[src/rtl/wbuart_fifo_bridge.sv]
// rtl/wbuart_fifo_bridge.sv - Wishbone UART front-end with RX/TX FIFOs and loader/bus mode switch
//
// Sits between the byte-level uart_rx/uart_tx serializers and two clients:
// the hex loader (byte strobes) and the CPU (pipelined Wishbone slave).
// In LOADER mode received bytes go straight to the loader; in BUS mode they
// are queued in the RX FIFO for the CPU. The TX FIFO is fed from either side
// and drained to uart_tx by a small handshake FSM.
//
// Register map (word addresses from BASE_ADDR):
//   +0 DATA   rd: {23'b0, rx_empty, rx head byte} (pops)   wr: push [7:0] to TX FIFO
//   +1 CTRL   rd: status/counts                            wr: [0] mode, [1] flush, [2] clear flags
//   +2 ID     rd: {24'b0, FIFO_AW}
//
// Ports:
//   i_clk, i_reset                  clock, asynchronous active-high reset
//   i_rx_data, i_rx_stb             byte from uart_rx
//   o_tx_data, o_tx_stb, i_tx_busy  byte to uart_tx and its busy flag
//   o_ldr_rx_data, o_ldr_rx_stb     byte to the loader (LOADER mode only)
//   i_ldr_tx_data, i_ldr_tx_stb     loader reply byte (LOADER mode only)
//   o_ldr_tx_busy                   TX FIFO full
//   o_ldr_reset                     loader held in reset (reset or BUS mode)
//   i_wb_*, o_wb_*                  Wishbone slave, ack one cycle after each request
//   o_device_sel                    address decode of this block
//
// Optional build macro WBUART_IRQ_EN adds o_irq and CTRL write bit [3]
// (interrupt enable, readable at status bit [7]).

module wbuart_fifo_bridge #(
  parameter int unsigned FIFO_AW    = 4,
  parameter logic [29:0] BASE_ADDR  = 30'h3FFF_FFFC,
  parameter logic        RESET_MODE = 1'b0
) (
  input  logic        i_clk,
  input  logic        i_reset,
  input  logic [7:0]  i_rx_data,
  input  logic        i_rx_stb,
  output logic [7:0]  o_tx_data,
  output logic        o_tx_stb,
  input  logic        i_tx_busy,
  output logic [7:0]  o_ldr_rx_data,
  output logic        o_ldr_rx_stb,
  input  logic [7:0]  i_ldr_tx_data,
  input  logic        i_ldr_tx_stb,
  output logic        o_ldr_tx_busy,
  output logic        o_ldr_reset,
  input  logic        i_wb_cyc,
  input  logic        i_wb_stb,
  input  logic        i_wb_we,
  input  logic [29:0] i_wb_addr,
  input  logic [31:0] i_wb_data,
  output logic        o_wb_ack,
  output logic        o_wb_stall,
  output logic [31:0] o_wb_data,
  output logic        o_device_sel
`ifdef WBUART_IRQ_EN
  ,output logic       o_irq
`endif
);

  localparam int unsigned DEPTH = 1 << FIFO_AW;
  localparam int unsigned CW    = FIFO_AW + 1;
  localparam logic [FIFO_AW-1:0] PTR_ONE  = FIFO_AW'(1);
  localparam logic [CW-1:0]      CNT_ONE  = CW'(1);
  localparam logic [CW-1:0]      CNT_FULL = CW'(DEPTH);

  typedef enum logic [1:0] {
    TX_IDLE,
    TX_STB,
    TX_WAIT_HI,
    TX_WAIT_LO
  } tx_state_e;

  // ---------------------------------------------------------------------------
  // Wishbone decode
  // ---------------------------------------------------------------------------
  logic        wb_req;
  logic        in_range;
  logic [29:0] offset;
  logic        sel_data;
  logic        sel_ctrl;
  logic        data_rd;
  logic        data_wr;
  logic        ctrl_wr;

  assign wb_req   = i_wb_cyc && i_wb_stb;
  // Compare one bit wider so BASE_ADDR+2 cannot wrap at the top of the space.
  assign in_range = ({1'b0, i_wb_addr} >= {1'b0, BASE_ADDR}) &&
                    ({1'b0, i_wb_addr} <= ({1'b0, BASE_ADDR} + 31'd2));
  assign offset   = i_wb_addr - BASE_ADDR;
  assign sel_data = in_range && (offset[1:0] == 2'd0);
  assign sel_ctrl = in_range && (offset[1:0] == 2'd1);
  assign data_rd  = wb_req && !i_wb_we && sel_data;
  assign data_wr  = wb_req &&  i_wb_we && sel_data;
  assign ctrl_wr  = wb_req &&  i_wb_we && sel_ctrl;

  assign o_device_sel = i_wb_cyc && in_range;
  assign o_wb_stall   = 1'b0;

  // ---------------------------------------------------------------------------
  // Mode and control
  // ---------------------------------------------------------------------------
  logic mode_q, mode_d;
  logic to_bus;
  logic flush_all;
  logic clr_flags;

  assign mode_d      = ctrl_wr ? i_wb_data[0] : mode_q;
  assign to_bus      = ctrl_wr && i_wb_data[0] && !mode_q;
  assign flush_all   = ctrl_wr && i_wb_data[1];
  assign clr_flags   = ctrl_wr && i_wb_data[2];
  assign o_ldr_reset = i_reset || mode_q;

  // ---------------------------------------------------------------------------
  // RX FIFO (BUS mode only)
  // ---------------------------------------------------------------------------
  logic [7:0]         rx_mem_q [DEPTH];
  logic [FIFO_AW-1:0] rx_wptr_q, rx_wptr_d, rx_rptr_q, rx_rptr_d;
  logic [CW-1:0]      rx_cnt_q, rx_cnt_d;
  logic               rx_empty, rx_full;
  logic               rx_push_req, rx_push, rx_pop, rx_flush;
  logic               rx_ovr_q, rx_ovr_d;
  logic [7:0]         rx_head;

  assign rx_empty    = (rx_cnt_q == '0);
  assign rx_full     = (rx_cnt_q == CNT_FULL);
  assign rx_push_req = mode_q && i_rx_stb;
  assign rx_pop      = data_rd && !rx_empty;
  assign rx_flush    = flush_all || to_bus;
  // A pop in the same cycle frees the slot, so a full FIFO still accepts.
  assign rx_push     = rx_push_req && (!rx_full || rx_pop);
  assign rx_head     = rx_empty ? 8'h00 : rx_mem_q[rx_rptr_q];
  assign rx_ovr_d    = (rx_push_req && rx_full && !rx_pop && !rx_flush) ||
                       (rx_ovr_q && !clr_flags);

  always_comb begin
    rx_wptr_d = rx_wptr_q;
    rx_rptr_d = rx_rptr_q;
    rx_cnt_d  = rx_cnt_q;
    if (rx_flush) begin
      rx_wptr_d = '0;
      rx_rptr_d = '0;
      rx_cnt_d  = '0;
    end else begin
      if (rx_push) rx_wptr_d = rx_wptr_q + PTR_ONE;
      if (rx_pop)  rx_rptr_d = rx_rptr_q + PTR_ONE;
      rx_cnt_d = rx_cnt_q + (rx_push ? CNT_ONE : '0) - (rx_pop ? CNT_ONE : '0);
    end
  end

  always_ff @(posedge i_clk) begin
    if (rx_push && !rx_flush) rx_mem_q[rx_wptr_q] <= i_rx_data;
  end

  // ---------------------------------------------------------------------------
  // TX FIFO (bus writes in any mode, loader replies in LOADER mode)
  // ---------------------------------------------------------------------------
  logic [7:0]         tx_mem_q [DEPTH];
  logic [FIFO_AW-1:0] tx_wptr_q, tx_wptr_d, tx_rptr_q, tx_rptr_d;
  logic [CW-1:0]      tx_cnt_q, tx_cnt_d;
  logic               tx_empty, tx_full;
  logic               tx_ldr_push, tx_push_req, tx_push, tx_pop, tx_flush;
  logic [7:0]         tx_wdata;
  logic               tx_ovf_q, tx_ovf_d;
  logic               tx_fire;

  assign tx_empty    = (tx_cnt_q == '0);
  assign tx_full     = (tx_cnt_q == CNT_FULL);
  assign tx_ldr_push = !mode_q && i_ldr_tx_stb;
  assign tx_push_req = data_wr || tx_ldr_push;
  assign tx_push     = tx_push_req && !tx_full;
  // Bus write has priority; a colliding loader byte is lost and flagged.
  assign tx_wdata    = data_wr ? i_wb_data[7:0] : i_ldr_tx_data;
  assign tx_pop      = tx_fire;
  assign tx_flush    = flush_all;
  assign tx_ovf_d    = (tx_push_req && tx_full) || (data_wr && tx_ldr_push) ||
                       (tx_ovf_q && !clr_flags);
  assign o_ldr_tx_busy = tx_full;

  always_comb begin
    tx_wptr_d = tx_wptr_q;
    tx_rptr_d = tx_rptr_q;
    tx_cnt_d  = tx_cnt_q;
    if (tx_flush) begin
      tx_wptr_d = '0;
      tx_rptr_d = '0;
      tx_cnt_d  = '0;
    end else begin
      if (tx_push) tx_wptr_d = tx_wptr_q + PTR_ONE;
      if (tx_pop)  tx_rptr_d = tx_rptr_q + PTR_ONE;
      tx_cnt_d = tx_cnt_q + (tx_push ? CNT_ONE : '0) - (tx_pop ? CNT_ONE : '0);
    end
  end

  always_ff @(posedge i_clk) begin
    if (tx_push && !tx_flush) tx_mem_q[tx_wptr_q] <= tx_wdata;
  end

  // ---------------------------------------------------------------------------
  // TX drain FSM: strobe, then wait for uart_tx busy to rise and fall
  // ---------------------------------------------------------------------------
  tx_state_e tx_state_q, tx_state_d;

  always_comb begin
    tx_state_d = tx_state_q;
    tx_fire    = 1'b0;
    case (tx_state_q)
      TX_IDLE: begin
        if (!tx_empty && !i_tx_busy) tx_state_d = TX_STB;
      end
      TX_STB: begin
        // Re-qualify: a flush or an unexpected busy cancels the strobe.
        if (!tx_empty && !i_tx_busy) begin
          tx_fire    = 1'b1;
          tx_state_d = TX_WAIT_HI;
        end else begin
          tx_state_d = TX_IDLE;
        end
      end
      TX_WAIT_HI: begin
        if (i_tx_busy) tx_state_d = TX_WAIT_LO;
      end
      TX_WAIT_LO: begin
        if (!i_tx_busy) tx_state_d = TX_IDLE;
      end
      default: tx_state_d = TX_IDLE;
    endcase
  end

  assign o_tx_stb  = tx_fire;
  assign o_tx_data = tx_fire ? tx_mem_q[tx_rptr_q] : 8'h00;

  // ---------------------------------------------------------------------------
  // Optional interrupt
  // ---------------------------------------------------------------------------
  logic irq_en_bit;

`ifdef WBUART_IRQ_EN
  logic irq_en_q, irq_en_d;
  logic irq_q, irq_d;

  assign irq_en_d   = ctrl_wr ? i_wb_data[3] : irq_en_q;
  assign irq_d      = irq_en_q && (((rx_cnt_q != '0) && mode_q) || rx_ovr_q || tx_ovf_q);
  assign irq_en_bit = irq_en_q;
  assign o_irq      = irq_q;

  always_ff @(posedge i_clk or posedge i_reset) begin
    if (i_reset) begin
      irq_en_q <= 1'b0;
      irq_q    <= 1'b0;
    end else begin
      irq_en_q <= irq_en_d;
      irq_q    <= irq_d;
    end
  end
`else
  assign irq_en_bit = 1'b0;
`endif

  // ---------------------------------------------------------------------------
  // Read mux and registered bus/loader outputs
  // ---------------------------------------------------------------------------
  logic [31:0] status_word;
  logic [31:0] rd_val;
  logic        wb_ack_q, wb_ack_d;
  logic [31:0] wb_data_q, wb_data_d;
  logic        ldr_stb_q, ldr_stb_d;
  logic [7:0]  ldr_data_q, ldr_data_d;

  assign status_word = {8'h00, 8'(tx_cnt_q), 8'(rx_cnt_q),
                        irq_en_bit, tx_ovf_q, rx_ovr_q, tx_full, tx_empty,
                        rx_full, rx_empty, mode_q};

  always_comb begin
    rd_val = 32'h0;
    if (in_range) begin
      case (offset[1:0])
        2'd0:    rd_val = {23'h0, rx_empty, rx_head};
        2'd1:    rd_val = status_word;
        2'd2:    rd_val = {24'h0, 8'(FIFO_AW)};
        default: rd_val = 32'h0;
      endcase
    end
  end

  assign wb_ack_d   = wb_req;
  assign wb_data_d  = (wb_req && !i_wb_we) ? rd_val : wb_data_q;
  assign ldr_stb_d  = !mode_q && i_rx_stb;
  assign ldr_data_d = ldr_stb_d ? i_rx_data : ldr_data_q;

  assign o_wb_ack      = wb_ack_q;
  assign o_wb_data     = wb_data_q;
  assign o_ldr_rx_stb  = ldr_stb_q;
  assign o_ldr_rx_data = ldr_data_q;

  always_ff @(posedge i_clk or posedge i_reset) begin
    if (i_reset) begin
      mode_q     <= RESET_MODE;
      rx_wptr_q  <= '0;
      rx_rptr_q  <= '0;
      rx_cnt_q   <= '0;
      rx_ovr_q   <= 1'b0;
      tx_wptr_q  <= '0;
      tx_rptr_q  <= '0;
      tx_cnt_q   <= '0;
      tx_ovf_q   <= 1'b0;
      tx_state_q <= TX_IDLE;
      wb_ack_q   <= 1'b0;
      wb_data_q  <= 32'h0;
      ldr_stb_q  <= 1'b0;
      ldr_data_q <= 8'h00;
    end else begin
      mode_q     <= mode_d;
      rx_wptr_q  <= rx_wptr_d;
      rx_rptr_q  <= rx_rptr_d;
      rx_cnt_q   <= rx_cnt_d;
      rx_ovr_q   <= rx_ovr_d;
      tx_wptr_q  <= tx_wptr_d;
      tx_rptr_q  <= tx_rptr_d;
      tx_cnt_q   <= tx_cnt_d;
      tx_ovf_q   <= tx_ovf_d;
      tx_state_q <= tx_state_d;
      wb_ack_q   <= wb_ack_d;
      wb_data_q  <= wb_data_d;
      ldr_stb_q  <= ldr_stb_d;
      ldr_data_q <= ldr_data_d;
    end
  end

  // Upper write-data bits and high offset bits carry no meaning here.
  logic unused_bits;
  assign unused_bits = ^{i_wb_data, offset};

endmodule

[config.mk]
export PLATFORM = sky130hd
export DESIGN_NAME = wbuart_fifo_bridge
export DESIGN_NICKNAME = d
export VERILOG_FILES = /design/src/rtl/wbuart_fifo_bridge.sv
export SDC_FILE = /design/constraint.sdc
export NUM_CORES = 1
export LEC_CHECK = 0
export CAP_MARGIN = 15
export CORE_ASPECT_RATIO = 0.6
export CORE_MARGIN = 1
export CORE_UTILIZATION = 55
export DETAILED_ROUTE_END_ITERATION = 8
export PLACE_DENSITY = 0.84
export SETUP_SLACK_MARGIN = 0.15
export SLEW_MARGIN = 30
export SYNTH_ARGS = -nofsm -noshare
export SYNTH_HDL_FRONTEND = slang
export SYNTH_SLANG_ARGS = --single-unit
[constraint.sdc]
create_clock -name i_clk -period 3.7 [get_ports i_clk]
set_clock_uncertainty 0.05 [all_clocks]
set_input_delay 0.37 -clock i_clk [delete_from_list [all_inputs] [get_ports i_clk]]
set_output_delay 0.37 -clock i_clk [all_outputs]
set_load 0.01 [all_outputs]
==> results by stage <==
Timing:
- After layout, the worst path uses 92.22% of the clock period.
- The smallest setup slack after layout is 0.2880 ns.
- In this run the tightest slew margin relative to its limit is 48.35%.
- The number of endpoints with negative hold slack in the final report came to 0.
- The final number of max-transition violations is 0.
- The worst hold slack is 0.2558 ns.
- Setup repair after global routing left no endpoint under its margin.
- The maximum clock rate is 0.2931 GHz.
- The final setup violation count is 0.
- The pin slew with the least headroom to its limit is 0.7737 ns.
- The minimum clock period after layout is 3.412 ns.

Global routing:
- The via count of the first global-routing pass is 7626.
- The wire length of the first global-routing pass is 46.49 mm.
- The leftover overflow at the end of global routing is 0.
- The largest net degree at the start of global routing is 37.
- Global routing consumed, over all layers together, 25.59% of the routing resources.
- The initial antenna violation count is 0.

Routing:
- The per-cell routed wire length is 24.18 um.
- The post-detailed-route count of antenna-violating nets is 0.
- The number of detailed-routing iterations run before antenna repair is 5.
- The length of routed wiring on met1 is 13.52 mm.
- Wire segments on met3 add up to 2.823 mm in the final route.
- After detailed routing, no signal wire sits above met4.
- The number of remaining DRC errors is 0.
- The ratio of routed vias to standard cells is 6.078.
- After detailed routing, the met2 layer carries 13.65 mm of wire.
- The total number of vias is 7670.
- The wire length reported by the detailed router is 30.52 mm.
- The number of violations reported at the end of detailed-routing iteration 0 is 798.

Clock network:
- TritonCTS built the clock tree.
- The clock slew seen by the registers of the worst setup and hold paths is 0.06 ns.
- The cell sitting at the root of the clock tree is a sky130_fd_sc_hd__clkbuf_16.
- The clock drives 315 sinks.
- The clock passes through at most 3 buffers.
- The later pin in the worst-skew pair is clocked with a latency of 0.55 ns.
- The total clock buffers created by CTS is 28.
- The maximum level of the CTS H-tree is 1.

Outcome:
- The run finished with clean final reports.

Synth:
- Yosys attributes the largest share of cell area to sky130_fd_sc_hd__edfxtp_1 (58%), sky130_fd_sc_hd__mux4_2 (12%), sky130_fd_sc_hd__dfrtp_1 (11%), sky130_fd_sc_hd__ha_1 (2.1%), sky130_fd_sc_hd__mux2_2 (1.8%).
- Sequential cells were found to cover 68.61% of the synthesized design area.
- The top cell type by area accounts for 57.56% of the synthesized area.
- Yosys printed 0 warnings.
- In the synthesized netlist the async set-or-reset flop fraction comes to 18.73%.
- By count the netlist is led by sky130_fd_sc_hd__edfxtp_1 (256), sky130_fd_sc_hd__mux4_2 (72), sky130_fd_sc_hd__dfrtp_1 (59), sky130_fd_sc_hd__nor2_1 (35).
- The count of cell types in the netlist is 50.
- The average size of a mapped cell is 17.30 um^2.
- The cell with the most instances after synthesis is sky130_fd_sc_hd__edfxtp_1.
- The number of standard cells after synthesis is 772.
- The netlist area before placement is 13360 um^2.
- The synthesized design spends more area on one cell type than any other, namely sky130_fd_sc_hd__edfxtp_1.
- The flip-flop cell with the highest count after synthesis is sky130_fd_sc_hd__edfxtp_1.
- The post-synthesis sequential element count is 315.
- The count of flip-flops with a built-in enable after synthesis is 256.

Critical path:
- The terminus of the critical flop-to-flop path is rx_cnt_q[4]$_DFF_PP0_.
- The worst setup path is of the reg -> out kind.
- Of all nets on the critical path, the largest fanout is 27.
- The data arrival time at the worst-slack endpoint is 2.99 ns.
- The critical path data required time is 3.28 ns.
- The element type at the critical path start is a flop.
- The worst register-to-register path has a depth of 17.
- The startpoint identified for the worst register-to-register timing path is rx_cnt_q[2]$_DFF_PP0_.
- The start point of the critical path is tx_rptr_q[0]$_DFFE_PP0P_.
- Setup slack on the worst reg-to-reg path comes out at 0.37 ns.
- The category of the worst setup path capture point is an output port.

Floorplan:
- In this run the horizontal extent of the chip is 203.2 um.
- The number of core rows is 43.
- The die covers 24930 um^2.
- The height of the die is 122.7 um.
- The number of I/O pins is 141.
- The floorplan core area is 23460 um^2.
- The starting density of the core is 56.94%.

Power and ir drop:
- For this design the static power due to leakage is 5.737 nW.
- VDD sags by at most 415.7 uV.
- The total power draw is 9.125 mW.
- Power spread over the standard cell area amounts to 560.5 nW/um^2.

Finish:
- The number of fillers in the final layout is 1468.
- The net count of the finished layout is 1035.
- The layout overhead on the synthesized area is 21.88%.
- The repair_antennas step left the layout with diodes totalling 0.
- The finished layout holds 1262 standard cells, fillers aside.
- The proportion of layout cells with a drive suffix above 1 is 23.76%.

Job:
- The tool flagged a number of max-cap violations equal to 0.

Placement:
- The detailed-placement wirelength estimate is 20.51 mm.
- The number of cells in the design after placement is 1209.
- Before CTS, the worst setup slack after placement is -0.3014 ns.
- The congestion estimate from routability-driven global placement came to 0.8402.
- The number of input and output port buffers inserted is 101.

Hold path:
- The class of the tightest hold or removal check is in -> async.
-- critical path: stages, from the launching register on --
cell and delay, ns:
sky130_fd_sc_hd__dfrtp_2 0.39, sky130_fd_sc_hd__buf_12 0.24, sky130_fd_sc_hd__mux4_2 0.59, sky130_fd_sc_hd__mux4_2 0.49
sky130_fd_sc_hd__and2_1 0.21, sky130_fd_sc_hd__clkdlybuf4s50_1 0.50
-- cell type report --
cell class / instances / area, um^2 / area share [%]
flip-flops and latches: 315 / 9168 / 56.31
inverters: 23 / 86.33 / 0.5303
clock buffers: 38 / 824.5 / 5.065
clock inverters: 14 / 182.7 / 1.122
multi-input cells: 392 / 3908 / 24.00
well taps: 315 / 394.1 / 2.421
repair buffers: 165 / 1717 / 10.54
-- sequential cells by signal (all words and copies together) (netlist names), 5 cells and up, named ones only --
register       count
o_ldr_rx_data      8
o_wb_data         18
rx_cnt_q           5
rx_mem_q         128
tx_cnt_q           5
tx_mem_q         128
-- how the worst max path moves through the flow --
stage,endpoint,slack [ns],cells past startpoint
floorplan,rx_cnt_q[4]$_DFF_PP0_,0.14,17
global placement,tx_cnt_q[4]$_DFF_PP0_,-0.20,14
detailed placement,tx_cnt_q[4]$_DFF_PP0_,-0.30,14
CTS,tx_cnt_q[4]$_DFF_PP0_,0.22,14
global route,rx_cnt_q[4]$_DFF_PP0_,0.16,17
finish,o_tx_data[1],0.29,5
-- cells by family after synthesis --
family          count (synthesis)  synth area share, %
flops                         315                68.61
simple gates                  166                6.679
mux                           111                15.26
buf+inv                        79                2.913
compound gates                 66                3.494
fa+ha+maj                      24                2.361
xor+xnor                       10               0.6557
other cells                     1              0.02808
-- per-layer routing --
layer / GRT usage [%] / up-vias
met4: 5.216 / 0
met5: 0 / -
met1: 39.09 / 3925
met2: 38.50 / 399
met3: 5.231 / 41
li1: - / 3305
-- placed cells by master, fill, tap and decap left out, drive strengths merged, types with 16 or more instances in the layout --
cell,instances
edfxtp,256
clkdlybuf4s50,101
mux4,72
buf,64
dfrtp,59
clkbuf,38
nor2,35
nand3,24
inv,24
nand2,22
ha,22
mux2,21
mux2i,18
and3,17
a21oi,16
-- what timing repair did --
item,CTS,global route
hold buffers,0,0
hold endpoints to repair,0,0
endpoints found under the setup margin,8,2
resized for setup,0,3
buffers inserted,1,0
-- metrics by stage --
step,setup TNS (ns),util (%),instance area [um^2]
2_1_floorplan,0,-,13440
3_3_place_gp,-0.3565,64.99,15250
3_5_place_dp,-0.5434,64.99,15250
4_1_cts,0,69.32,16260
5_1_grt,0,69.40,16280
6_report,0,69.40,16280
-- where the power goes --
group,internal (mW),switching [mW]
Sequential,4.06,0.175
Clock,1.85,1.26
Combinational,0.915,0.860
Total,6.83,2.30
No activity file was read; power rests on OpenSTA's default activity.
